**src/rtl/gate3_settle_timer.sv**
```systemverilog
// Loadable 4-bit down-counter with terminal-count flag; holds at zero.
module gate3_settle_timer (
  input  logic       clk_sys,
  input  logic       rst,
  input  logic       load,
  input  logic [3:0] load_val,
  input  logic       dec,
  output logic       zero
);

  logic [3:0] cnt;

  always_ff @(posedge clk_sys) begin
    if (rst)
      cnt <= 4'd0;
    else if (load)
      cnt <= load_val;
    else if (dec && cnt != 4'd0)
      cnt <= cnt - 4'd1;
  end

  assign zero = (cnt == 4'd0);

endmodule

```
**config.mk**
```make
export PLATFORM = sky130hd
export DESIGN_NAME = gate3_settle_timer
export DESIGN_NICKNAME = d
export VERILOG_FILES = /design/src/rtl/gate3_settle_timer.sv
export SDC_FILE = /design/constraint.sdc
export NUM_CORES = 1
export LEC_CHECK = 0
export CORE_AREA = 4 4 41 43
export DETAILED_ROUTE_END_ITERATION = 8
export DIE_AREA = 0 0 45 47
export HOLD_SLACK_MARGIN = 0.03
export PLACE_DENSITY = 0.4
export SYNTH_ARGS = -nofsm -noshare
export SYNTH_HDL_FRONTEND = slang
export SYNTH_SLANG_ARGS = --single-unit
```
**constraint.sdc**
```tcl
create_clock -name clk_sys -period 1.76 [get_ports clk_sys]
set_input_delay 0.352 -clock clk_sys [delete_from_list [all_inputs] [get_ports clk_sys]]
set_output_delay 0.352 -clock clk_sys [all_outputs]
set_load 0.01 [all_outputs]
```
==> out/metrics.yaml <==
hold_violations: 0
die_h_um: 47
path_buf_inv: 3
min_from: "cnt[2]"
status: "finished clean"
rows: 13
tightest_slew_ns: 0.308
grt_max_degree: 7
hold_path_end: "cnt[2]"
worstPathMaxFanout: 2
ctsRootBufferMaster: "clkbuf_4"
skew_ns: 0.00667
dr.first_iter.drc_count: 2
period_minus_slack_ns: 1.67
cts.clk_slew.worst_paths_ns: 0.04
viasPerCell: 4.47
cts_setup_buffers: 0
grt.overflow.total: 0
holdCritPathClass: "reg -> reg"
avgSynthCellArea_um2: 9.06
crit_chain: "inv_2 -> ha_2 -> or3b_4 -> inv_1 -> buf_2"
pre_cts_ws_ns: -0.0823
ff2ff_path_depth: 6
start_util_pct: 20.2
leakage_nw: 0.177
track_usage_pct: 8.53
tns_ns: 0
slew_viol_final: 0
die_w_um: 45
hpwlAfterDp_um: 568
clk_latency_ns: 0.24
critPathSlowestCell: "or3b_4"
drtAntennaViolNets: 0
hold_buffers: 0
setup_viol: 0
syn_area_um2: 263
core_region_area_mm2: 0.00130
cp-start-kind: "register"
end_kind: "primary output"
port-buffer-count: 8
syn_inst: 29
top_regs: "cnt (4)"
clock_path_buffers: 2
critPathTopFamily: "simple AND/OR/NAND/NOR gates"
cts_tree: "built"
cts.htree.levels: 1
ir_drop_mv: 0.217
rsz0062_at_grt: "no"
yosys_warnings: 0
p_per_area_mw_per_mm2: 758
path_class: "reg -> out"
worstPathRequired_ns: 1.41
cts-buffers-inserted: 3
fin_crit_sh_pct: 94.8
cp.depth: 5
drt_pass1_iterations: 2
maxCapViolations: 0
relSlewSlack_pct: 79.4
r2r_start: "cnt[0]"
ys_seq_elements: 4
cts_resized: 7
die-area_mm2: 0.00212
drc: 0
place_congestion: 0.752
fmax_ghz: 0.599
netlist-cell-type-count: 16
areaGrowthSynthToFinish_pct: 65.2
grt_pass1_vias: 273
seq_area_frac_synth_pct: 30.5
io_pins: 9
largest_reg_flops: 4
wl_per_cell_um: 11.9
antenna_found_initial: 0
grt_pass1_wl_um: 1200
vias: 277
timing.rr.end: "cnt[1]"
wl_um: 737
synth_nets: 38
top_register: "cnt"
hold_depth: 2
fin_nets: 58
ff2ff_setup_slack_ns: 0.14
slowest_delay_ns: 0.37
diodes: 0
setup_ws_ns: 0.0909
drive_gt1_share_pct: 36.2
cp.arrival_ns: 1.32
cts_num_sinks: 4
## worst reg2reg max path: cells and delay by family, from the launching register on
| family | cells | cell delay [ns] |
|---|---|---|
| flip-flops | 1 | 0.31 |
| buffers and inverters | 2 | 0.22 |
| adder cells (fa/ha/maj) | 1 | 0.16 |
| AO/OA/AOI/OAI | 2 | 0.49 |
| AND/OR/NAND/NOR | 1 | 0.37 |
## layer usage
layer | up-vias | track usage (%) | wire [um]
li1 | 144 | - | -
met1 | 127 | 9.55 | 344
met2 | 6 | 12.4 | 348
met3 | 0 | 2.68 | 44
met4 | 0 | 8.77 | 0
met5 | - | 0 | 0
## cell type report
| cell class | count | area (um2) |
|---|---|---|
| Fill cell | 152 | 867 |
| Multi-Input combinational cell | 21 | 170 |
| Timing Repair Buffer | 15 | 128 |
| Sequential cell | 4 | 80.1 |
| Clock buffer | 3 | 22.5 |
| Tap cell | 15 | 18.8 |
| Inverter | 4 | 15.0 |
## cell usage after synthesis
| library cell | instances | area share, % |
|---|---|---|
| a2111oi_4 | 1 | 10 |
| a211oi_1 | 1 | 2.9 |
| a21o_1 | 1 | 2.9 |
| a311o_1 | 1 | 3.8 |
| a311oi_1 | 2 | 6.7 |
| dfxtp_1 | 4 | 30 |
| ha_1 | 1 | 4.8 |
| inv_1 | 4 | 5.7 |
| mux2i_1 | 1 | 3.8 |
| nand2_1 | 3 | 4.3 |
| nand3_1 | 1 | 1.9 |
| nand4b_1 | 1 | 3.3 |
| nor2_1 | 5 | 7.1 |
| nor3_1 | 1 | 1.9 |
| nor4b_2 | 1 | 5.7 |
| or3b_4 | 1 | 4.3 |
## cells in the final DEF (no fill, tap or decap)
cell type        netlist  layout
a211oi_1               1       1
buf_2                  0       1
clkdlybuf4s50_1        0       7
nor2_1                 5       5
inv_2                  0       2
nand2_1                3       3
nand4b_1               1       1
or3b_4                 1       1
nor3_1                 1       1
mux2i_1                1       1
clkbuf_4               0       3
a311o_1                1       1
buf_4                  0       7
a2111oi_4              1       1
ha_2                   0       1
nand3_1                1       1
a311oi_1               2       2
inv_1                  4       2
nor4b_2                1       1
a21o_1                 1       1
dfxtp_1                4       4
## kinds of logic (layout without fill, tap and decap cells)
family	after synthesis	after routing	synth area share (%)
multiplexers	1	1	3.81
flip-flops	4	4	30.5
buffers and inverters	4	22	5.71
AO/OA/AOI/OAI	6	6	26.7
AND/OR/NAND/NOR	13	13	28.6
adder cells (fa/ha/maj)	1	1	4.76
## where the power goes
group	total [mW]	internal (mW)	switching (mW)
Combinational	0.103	0.0601	0.0427
Clock	0.120	0.0767	0.0434
Sequential	0.106	0.0991	0.00711
## metrics by stage
stage	instance area (um2)	utilization, %	power (mW)	hold slack (ns)	std cells
after floorplan	263	-	0.153	0.424	29
after detailed placement	414	31.8	0.213	0.538	59
final	434	33.4	0.329	0.534	62
after global placement	414	31.8	0.210	0.520	59
after CTS	434	33.4	0.337	0.544	62
after global routing	434	33.4	0.351	0.582	62
## how the worst max path moves through the flow
stage	to	slack [ns]	startpoint
after floorplan	cnt[1]	0.23	cnt[1]
after global placement	zero	-0.06	cnt[0]
after detailed placement	zero	-0.08	cnt[0]
after CTS	zero	0.08	cnt[0]
after global routing	zero	0.03	cnt[1]
final	zero	0.09	cnt[0]
Note: power is estimated with default switching activity, not from simulation.
